File: src/rtl/apb_lbus_bridge_if.sv
// APB3 + local register bus bundle for apb_lbus_bridge.
// slave modport = bridge side, master modport = APB requester and register slave side.
//
// Signals:
//   psel, penable, pwrite, paddr[11:0], pwdata[31:0] : APB request
//   pready, prdata[31:0], pslverr                    : APB response
//   en, we, addr[11:0], wdata[31:0]                  : local-bus strobe/command
//   rdata[31:0]                                      : local-bus read data (1-cycle latency)
//   err_cnt[7:0]                                     : saturating pslverr count
interface apb_lbus_bridge_if;

    logic        psel;
    logic        penable;
    logic        pwrite;
    logic [11:0] paddr;
    logic [31:0] pwdata;
    logic        pready;
    logic [31:0] prdata;
    logic        pslverr;
    logic        en;
    logic        we;
    logic [11:0] addr;
    logic [31:0] wdata;
    logic [31:0] rdata;
    logic [7:0]  err_cnt;

    modport slave (
        input  psel,
        input  penable,
        input  pwrite,
        input  paddr,
        input  pwdata,
        input  rdata,
        output pready,
        output prdata,
        output pslverr,
        output en,
        output we,
        output addr,
        output wdata,
        output err_cnt
    );

    modport master (
        output psel,
        output penable,
        output pwrite,
        output paddr,
        output pwdata,
        output rdata,
        input  pready,
        input  prdata,
        input  pslverr,
        input  en,
        input  we,
        input  addr,
        input  wdata,
        input  err_cnt
    );

endinterface

File: src/rtl/apb_lbus_bridge.sv
// APB3 completer driving a single-cycle local register bus, with window/alignment
// decode, optional extra wait states, error response and a saturating error counter.
//
// Ports:
//   clk   : clock
//   rst_n : asynchronous active-low reset
//   bus   : apb_lbus_bridge_if.slave (APB request/response, local bus, err_cnt)
module apb_lbus_bridge #(
    parameter int p_BASE_ADDR  = 'hF00,
    parameter int p_WIN_BYTES  = 32,
    parameter int p_EXTRA_WAIT = 0
) (
    input logic              clk,
    input logic              rst_n,
    apb_lbus_bridge_if.slave bus
);

    typedef enum logic [2:0] {
        IDLE,
        ISSUE,
        CAPT,
        WAIT,
        RESP
    } state_t;

    localparam logic [12:0] c_LO = 13'(p_BASE_ADDR);
    localparam logic [12:0] c_HI = 13'(p_BASE_ADDR + p_WIN_BYTES);
    localparam bit          c_NO_WAIT = (p_EXTRA_WAIT == 0);
    localparam int          c_WI = (p_EXTRA_WAIT > 0) ? p_EXTRA_WAIT - 1 : 0;
    localparam logic [3:0]  c_WAIT_INIT = 4'(c_WI);

    state_t      state;
    logic [3:0]  cnt;
    logic        lat_wr;
    logic        err_q;

    logic        pready_q;
    logic        pslverr_q;
    logic [31:0] prdata_q;
    logic        en_q;
    logic        we_q;
    logic [11:0] addr_q;
    logic [31:0] wdata_q;
    logic [7:0]  err_cnt_q;

    logic        setup;
    logic        dec_err;
    logic        fin;
    logic        to_resp;
    logic        rsp_err;
    logic        rsp_rd;

    assign setup = bus.psel && !bus.penable;

    assign dec_err = (bus.paddr[1:0] != 2'b00)
                  || ({1'b0, bus.paddr} < c_LO)
                  || ({1'b0, bus.paddr} >= c_HI);

    // fin: the data part of the transfer is done this cycle, so the
    // response (directly, or via the wait counter) starts at the edge.
    always_comb begin
        fin     = 1'b0;
        rsp_err = err_q;
        rsp_rd  = !lat_wr;
        unique case (state)
            IDLE: begin
                fin     = setup && dec_err;
                rsp_err = 1'b1;
                rsp_rd  = !bus.pwrite;
            end
            ISSUE:   fin = bus.psel && lat_wr;
            CAPT:    fin = bus.psel;
            WAIT:    fin = bus.psel && (cnt == 4'd0);
            default: fin = 1'b0;
        endcase
        to_resp = fin && (c_NO_WAIT || state == WAIT);
    end

    always_ff @(posedge clk or negedge rst_n) begin
        if (!rst_n) begin
            state     <= IDLE;
            cnt       <= '0;
            lat_wr    <= 1'b0;
            err_q     <= 1'b0;
            pready_q  <= 1'b0;
            pslverr_q <= 1'b0;
            prdata_q  <= '0;
            en_q      <= 1'b0;
            we_q      <= 1'b0;
            addr_q    <= '0;
            wdata_q   <= '0;
            err_cnt_q <= '0;
        end else begin
            unique case (state)
                IDLE: begin
                    en_q <= 1'b0;
                    if (setup) begin
                        lat_wr <= bus.pwrite;
                        err_q  <= dec_err;
                        // Command is loaded straight into the bus
                        // registers so it is driven during ISSUE;
                        // erroneous accesses leave them untouched.
                        if (!dec_err) begin
                            state   <= ISSUE;
                            en_q    <= 1'b1;
                            we_q    <= bus.pwrite;
                            addr_q  <= bus.paddr;
                            wdata_q <= bus.pwdata;
                        end
                    end
                end
                ISSUE: begin
                    en_q <= 1'b0;
                    if (!bus.psel) begin
                        state <= IDLE;
                    end else if (!lat_wr) begin
                        state <= CAPT;
                    end
                end
                CAPT: begin
                    if (!bus.psel) begin
                        state <= IDLE;
                    end else begin
                        prdata_q <= bus.rdata;
                    end
                end
                WAIT: begin
                    if (!bus.psel) begin
                        state <= IDLE;
                    end else if (cnt != 4'd0) begin
                        cnt <= cnt - 4'd1;
                    end
                end
                RESP: begin
                    if (!bus.psel || bus.penable) begin
                        state     <= IDLE;
                        pready_q  <= 1'b0;
                        pslverr_q <= 1'b0;
                        if (bus.psel && pslverr_q
                            && err_cnt_q != 8'hFF) begin
                            err_cnt_q <= err_cnt_q + 8'd1;
                        end
                    end
                end
                default: state <= IDLE;
            endcase

            if (fin) begin
                if (to_resp) begin
                    state     <= RESP;
                    pready_q  <= 1'b1;
                    pslverr_q <= rsp_err;
                    if (rsp_err && rsp_rd) begin
                        prdata_q <= '0;
                    end
                end else begin
                    state <= WAIT;
                    cnt   <= c_WAIT_INIT;
                end
            end
        end
    end

    assign bus.pready  = pready_q;
    assign bus.pslverr = pslverr_q;
    assign bus.prdata  = prdata_q;
    assign bus.en      = en_q;
    assign bus.we      = we_q;
    assign bus.addr    = addr_q;
    assign bus.wdata   = wdata_q;
    assign bus.err_cnt = err_cnt_q;

endmodule

File: src/flat_wrapper.sv
// flat-port wrapper written by rule: the top's interface ports become plain ports
module apb_lbus_bridge_flat 
#(
    parameter int p_BASE_ADDR  = 'hF00,
    parameter int p_WIN_BYTES  = 32,
    parameter int p_EXTRA_WAIT = 0
)
  (clk, rst_n, bus_psel, bus_penable, bus_pwrite, bus_paddr, bus_pwdata, bus_rdata, bus_pready, bus_prdata, bus_pslverr, bus_en, bus_we, bus_addr, bus_wdata, bus_err_cnt);
  apb_lbus_bridge_if bus_i ();
  input logic clk;
  input logic rst_n;
  input wire logic [$bits(bus_i.psel)-1:0] bus_psel;
  input wire logic [$bits(bus_i.penable)-1:0] bus_penable;
  input wire logic [$bits(bus_i.pwrite)-1:0] bus_pwrite;
  input wire logic [$bits(bus_i.paddr)-1:0] bus_paddr;
  input wire logic [$bits(bus_i.pwdata)-1:0] bus_pwdata;
  input wire logic [$bits(bus_i.rdata)-1:0] bus_rdata;
  output wire logic [$bits(bus_i.pready)-1:0] bus_pready;
  output wire logic [$bits(bus_i.prdata)-1:0] bus_prdata;
  output wire logic [$bits(bus_i.pslverr)-1:0] bus_pslverr;
  output wire logic [$bits(bus_i.en)-1:0] bus_en;
  output wire logic [$bits(bus_i.we)-1:0] bus_we;
  output wire logic [$bits(bus_i.addr)-1:0] bus_addr;
  output wire logic [$bits(bus_i.wdata)-1:0] bus_wdata;
  output wire logic [$bits(bus_i.err_cnt)-1:0] bus_err_cnt;
  assign bus_i.psel = bus_psel;
  assign bus_i.penable = bus_penable;
  assign bus_i.pwrite = bus_pwrite;
  assign bus_i.paddr = bus_paddr;
  assign bus_i.pwdata = bus_pwdata;
  assign bus_i.rdata = bus_rdata;
  assign bus_pready = bus_i.pready;
  assign bus_prdata = bus_i.prdata;
  assign bus_pslverr = bus_i.pslverr;
  assign bus_en = bus_i.en;
  assign bus_we = bus_i.we;
  assign bus_addr = bus_i.addr;
  assign bus_wdata = bus_i.wdata;
  assign bus_err_cnt = bus_i.err_cnt;
  apb_lbus_bridge #(.p_BASE_ADDR(p_BASE_ADDR), .p_WIN_BYTES(p_WIN_BYTES), .p_EXTRA_WAIT(p_EXTRA_WAIT)) u_core (.clk(clk), .rst_n(rst_n), .bus(bus_i));
endmodule
File: config.mk
export PLATFORM = sky130hd
export DESIGN_NAME = apb_lbus_bridge_flat
export DESIGN_NICKNAME = d
export VERILOG_FILES = /design/src/rtl/apb_lbus_bridge_if.sv /design/src/rtl/apb_lbus_bridge.sv /design/src/flat_wrapper.sv
export SDC_FILE = /design/constraint.sdc
export NUM_CORES = 1
export LEC_CHECK = 0
export BUFFER_PORTS_ARGS = -buffer_cell sky130_fd_sc_hd__clkbuf_2
export CAP_MARGIN = 30
export CORE_ASPECT_RATIO = 1.75
export CORE_MARGIN = 5
export CORE_UTILIZATION = 35
export CTS_BUF_LIST = sky130_fd_sc_hd__clkbuf_4 sky130_fd_sc_hd__clkbuf_8 sky130_fd_sc_hd__clkbuf_16
export DETAILED_ROUTE_END_ITERATION = 16
export PLACE_DENSITY_LB_ADDON = 0.12
export REMOVE_ABC_BUFFERS = 1
export SETUP_SLACK_MARGIN = 0.02
export SYNTH_ARGS = -nofsm -noshare
export SYNTH_HDL_FRONTEND = slang
export SYNTH_SLANG_ARGS = --single-unit
File: constraint.sdc
create_clock -name clk -period 4.3 [get_ports clk]
set_input_delay 0.86 -clock clk [delete_from_list [all_inputs] [get_ports clk]]
set_output_delay 0.86 -clock clk [all_outputs]
set_load 0.02 [all_outputs]
# --- Word-level counts from Yosys, hierarchy flattened ---
# Index checks and enable logic that the tools add are counted.
totals:
  ff_bits: 97
  in_bits: 81
  out_inout_bits: 88
  wordCells: 77
classes:
  n_addsub: 2
  order_cmp: 2
  n_eq_ne: 10
  mux: 22
  bitwise: 1
  reduce_logical: 28
ops:
  columns: ["cell", "n"]
  rows:
  - ["two-way mux 32 bit", 4]
  - ["two-way mux 3 bit", 7]
  - ["greater-or-equal comparator 12 bit (second input constant)", 1]
  - ["less-than comparator 12 bit (second input constant)", 1]
  - ["case mux 3 bit (4 select lines)", 1]
  - ["AND reduction 3 bit", 3]
  - ["adder 8 x 1 -> 8 bit (second input constant)", 1]
  - ["two-way mux 1 bit", 8]
  - ["!= test 8 bit (second input constant)", 1]
  - ["nonzero test 2 bit", 4]
  - ["logical AND 1 bit", 7]
  - ["equality test 3 x 2 -> 1 bit (second input constant)", 2]
  - ["!= test 3 x 1 -> 1 bit (second input constant)", 2]
  - ["AND reduction 5 bit", 1]
  - ["logical NOT 1 bit", 4]
  - ["logical NOT 4 bit", 1]
  - ["!= test 4 bit (second input constant)", 1]
  - ["case mux 1 bit (4 select lines)", 1]
  - ["AND reduction 2 bit", 2]
  - ["nonzero test 4 bit", 1]
  - ["subtractor 4 x 1 -> 4 bit (second input constant)", 1]
  - ["equality test 3 x 1 -> 1 bit (second input constant)", 1]
  - ["equality test 3 bit (second input constant)", 1]
  - ["logical NOT 3 bit", 1]
  - ["6 further kinds", 8]

# --- Logic depth before layout (Yosys ltp) ---
logic_depth:
  ltp_word: 7
  depth_mapped: 7
  ltp_nobuf: 6

# --- Worst setup path before layout ---
# Ideal clock, no wire load.
synth_path:
  path_kind: "input to register"
  startpoint: "input bus_paddr[1]"
  endpoint: "register u_core.wdata_q[25], in the netlist u_core.bus.wdata[25]"
  setup_time_ns: 0.128
  arrival_time_ns: 2.152
  required_ns: 4.172
  setup_slack_ns: 2.021
  cell_stages: 6
  path_buffers: 2
  cell_sequence: "or3b_1 nor4_4 nand2_2 buf_6 buf_6 mux2_1"
synth_between:
  elab_chain_len: 5
  elab_cells_between_ends: 7
  cone_classes: "order compare: 2; bitwise: 1; reduce/logical: 4"
synth_rtl:
  columns: ["item", "line_no", "rtl"]
  rows:
  - ["start: declaration", "flat_wrapper.sv:15", "input wire logic [$bits(bus_i.paddr)-1:0] bus_paddr;"]
  - ["less-than comparator 12 bit / nonzero test 2 bit (equally long branches)", "apb_lbus_bridge.sv:56, apb_lbus_bridge.sv:55", null]
  - ["logical OR 1 bit", "apb_lbus_bridge.sv:56", "|| ({1'b0, bus.paddr} < c_LO)"]
  - ["logical OR 1 bit (*)", "apb_lbus_bridge.sv:57", "|| ({1'b0, bus.paddr} >= c_HI);"]
  - ["NOT 1 bit (no line) (*)", null, null]
  - ["AND reduction 3 bit (no line) (*)", null, null]
  - ["end signal: assignment", "apb_lbus_bridge.sv:108", "wdata_q <= bus.pwdata;"]
  - ["end: declaration", "apb_lbus_bridge.sv:43", "logic [31:0] wdata_q;"]
# Every way passes the cells marked *; elsewhere a longest branch is shown, timed or not.
# A chain may end at the register's enable or synchronous reset.

# --- Worst setup path in the final report ---
# Ends and elaborated chain as after synthesis.

==> metrics <==
synthesized cell area=4040 sq um; vias in the first global route=3,057; slew margin rel.=51.7%; Antenna Nets Post-Route=0; Worst Hold End=u_core.bus.addr[11]; RSZ-0062 raised after global routing=no; CP Class=in2reg; status=complete, no violations; row cnt=52; clock-pin slew on the worst setup and hold paths=0.07 ns; CTS tree=built; ANT cells=0; CP Buf/Inv Count=2; Post-CTS Hold Buffers=0; DIE WIDTH=91.2 um; Synth Warn #=0; Worst Tran Pin Value=0.724 ns; DR DRC count=0; critical-path cell list=clkbuf_2 > or3b_1 > nor4_4 > nand2_2 > buf_12 > mux2_1; Required @ worst endpoint=4.52 ns; first-pass GRT wire length=15.4 mm; Seq/Total Area, Yosys=60.1%; skew final=0.00856 ns; die area=13,900 sq um; Crit-path slowest cell=or3b_1; length in cells of the worst reg-to-reg path=5; flip-flop and latch count after synthesis=97; EDFF count, synth=0; final hold vios=0; GP Congestion=0.741; reg2reg end=u_core.bus.prdata[4]; Via density=4.76; max-cap violations=0; register area=2430 sq um; final instance area=5320 sq um; drt total wl=9.06 mm; largest net degree at the start of global routing=58; TritonRoute pass-1 iters=4; Final Max Tran Viols=0; root buf cell=clkbuf_16; Crit. End Element=register; vias=2,863; f_max=439 MHz; 1st-iter DRT viols=67; Area Growth Syn to Fin=31.8%; Max VDD drop=0.270 mV; CTS Buf Count=9; final-stage net count=546; Post-CTS Resized=0; FF-to-FF setup slack=2.29 ns; clk_lat worst skew=0.34 ns; IO Count=169; Leakage Power=2.87 nW; synth unique cells=42; gate count after technology mapping=296; IO buf count=168; Final Setup Violations=0; Syn Area/Cell=13.6 sq um; WHS Path Cells=1; clock sinks=97; all-layer global routing usage=13.5%; Worst path top cell family by delay=simple AND/OR/NAND/NOR gates; fin util=46.5%; max incr delay on CP=0.41 ns; Post-CTS Setup Repair Bufs=0; ys async rst share=100%; worst hold path type=reg2reg; DR WL/cell=15.0 um; initial antenna violation count=0; startpoint types=primary input; Main synth FF type=dfrtp_1; Die H=152 um; R2R Path Start=u_core.state[1]; minimum clock period=2.28 ns; Final Cycle Share=53.0%; H-tree levels=3; crit-path max FO=37; total power=1.95 mW; pwr/cell area=366 nW/um^2; Crit path arrival time=2.50 ns; Congestion Overflow GR=0; Multi-input gate area=1500 sq um; share of layout cells above drive strength 1=50.3%; placed cell area=5020 sq um; core area=11,500 sq um; fillcell total=1,083; HP Start=u_core.bus.addr[11]; Clock Path Buffers=2; HPWL after DPL=6.83 mm; initial core utilization=35.2%
[how the worst max path moves through the flow]
| stage | start | depth (start not counted) | slack [ns] | end |
|---|---|---|---|---|
| after CTS | bus_paddr[1] | 6 | 2.01 | u_core.bus.wdata[25] |
| after global placement | bus_paddr[1] | 5 | 1.24 | u_core.bus.wdata[25] |
| after floorplan | bus_psel | 4 | -0.66 | u_core.bus.prdata[30] |
| after detailed placement | bus_paddr[1] | 6 | 1.66 | u_core.bus.wdata[25] |
| after global routing | bus_paddr[1] | 6 | 1.95 | u_core.bus.wdata[25] |
| final | bus_paddr[1] | 6 | 2.02 | u_core.bus.wdata[25] |
[synth_stat cells, types with 2 or more instances]
cell | n | share of area (%)
o21ai_0 | 4 | 0.50
buf_6 | 2 | 0.56
nor4_1 | 2 | 0.31
nor4b_1 | 2 | 0.43
xor2_1 | 3 | 0.65
o21a_1 | 2 | 0.37
nor3b_1 | 2 | 0.37
and2_1 | 6 | 0.93
clkbuf_1 | 5 | 0.47
nor3_1 | 33 | 4.1
dfrtp_1 | 97 | 60
nor2_1 | 2 | 0.19
mux2_2 | 29 | 8.1
and3_1 | 4 | 0.62
buf_4 | 4 | 0.74
nand2_1 | 7 | 0.65
buf_2 | 8 | 0.99
nand2b_1 | 6 | 0.93
ha_1 | 3 | 0.93
mux2i_1 | 32 | 7.9
nor3_2 | 2 | 0.50
a21o_1 | 2 | 0.37
nand4_1 | 3 | 0.47
inv_1 | 4 | 0.37
nand3_1 | 3 | 0.37
mux2_4 | 7 | 2.6
xnor2_1 | 7 | 1.5
[sequential cells by signal (all words and copies together) (netlist names)]
name / count
u_core.err_q: 1
u_core.lat_wr: 1
u_core.bus.pready: 1
u_core.bus.pslverr: 1
u_core.bus.we: 1
u_core.cnt: 4
u_core.bus.en: 1
u_core.bus.err_cnt: 8
u_core.bus.addr: 12
u_core.state: 3
u_core.bus.wdata: 32
u_core.bus.prdata: 32
[kinds of logic (layout without fill, tap and decap cells)]
kind of cell / Yosys count / count (layout) / synth area share, %
multiplexers: 69 / 69 / 18.9
AND/OR/NAND/NOR: 81 / 81 / 12.0
buffers and inverters: 23 / 194 / 3.13
adder cells (fa/ha/maj): 3 / 3 / 0.930
AO/OA/AOI/OAI: 13 / 13 / 2.76
flip-flops: 97 / 97 / 60.1
XOR/XNOR: 10 / 10 / 2.17
[area by class of cell]
| class | instances | share of cell area (%) |
|---|---|---|
| flip-flops and latches | 97 | 45.6 |
| multi-input cells | 176 | 28.1 |
| repair buffers | 174 | 17.1 |
| clock buffers | 11 | 4.52 |
| well taps | 135 | 3.17 |
| clock inverters | 5 | 1.20 |
| inverters | 4 | 0.282 |
[stage by stage]
step	setup slack, ns	cells	hold WS (ns)	TNS, ns
4_1_cts	2.01	602	0.474	0
3_3_place_gp	1.24	584	0.450	0
2_1_floorplan	-0.657	277	0.443	-20.53
3_5_place_dp	1.66	586	0.451	0
5_1_grt	1.95	602	0.492	0
6_report	2.02	602	0.464	0
[metal layers]
layer	routed length, um	track usage, %	up-vias	share of wire [%]
met1	3540	15.8	1369	39
met3	658	3.86	12	7.3
li1	-	-	1374	-
met4	161	5.17	0	1.8
met2	4700	23.0	108	52
met5	0	0	-	0
[where the power goes]
part / total, mW / switching (mW) / internal [mW]
clock: 0.811 / 0.342 / 0.469
combinational: 0.170 / 0.0960 / 0.0735
sequential: 0.966 / 0.0274 / 0.939
[placed cells by master, fill, tap and decap left out, types with 2 or more instances in the layout]
cell       count
a21o_1         2
and2_1         6
and3_1         4
buf_4          5
clkbuf_16      9
clkbuf_2     167
clkbuf_4       2
dfrtp_1       97
ha_1           3
inv_1          4
inv_6          2
mux2_2        29
mux2_4         7
mux2i_1       32
nand2_1        7
nand2b_1       6
nand3_1        3
nand4_1        3
nor3_1        33
nor4_1         2
nor4b_1        2
o21a_1         2
o21ai_0        4
xnor2_1        7
xor2_1         3
Note: power is estimated with default switching activity, not from simulation.
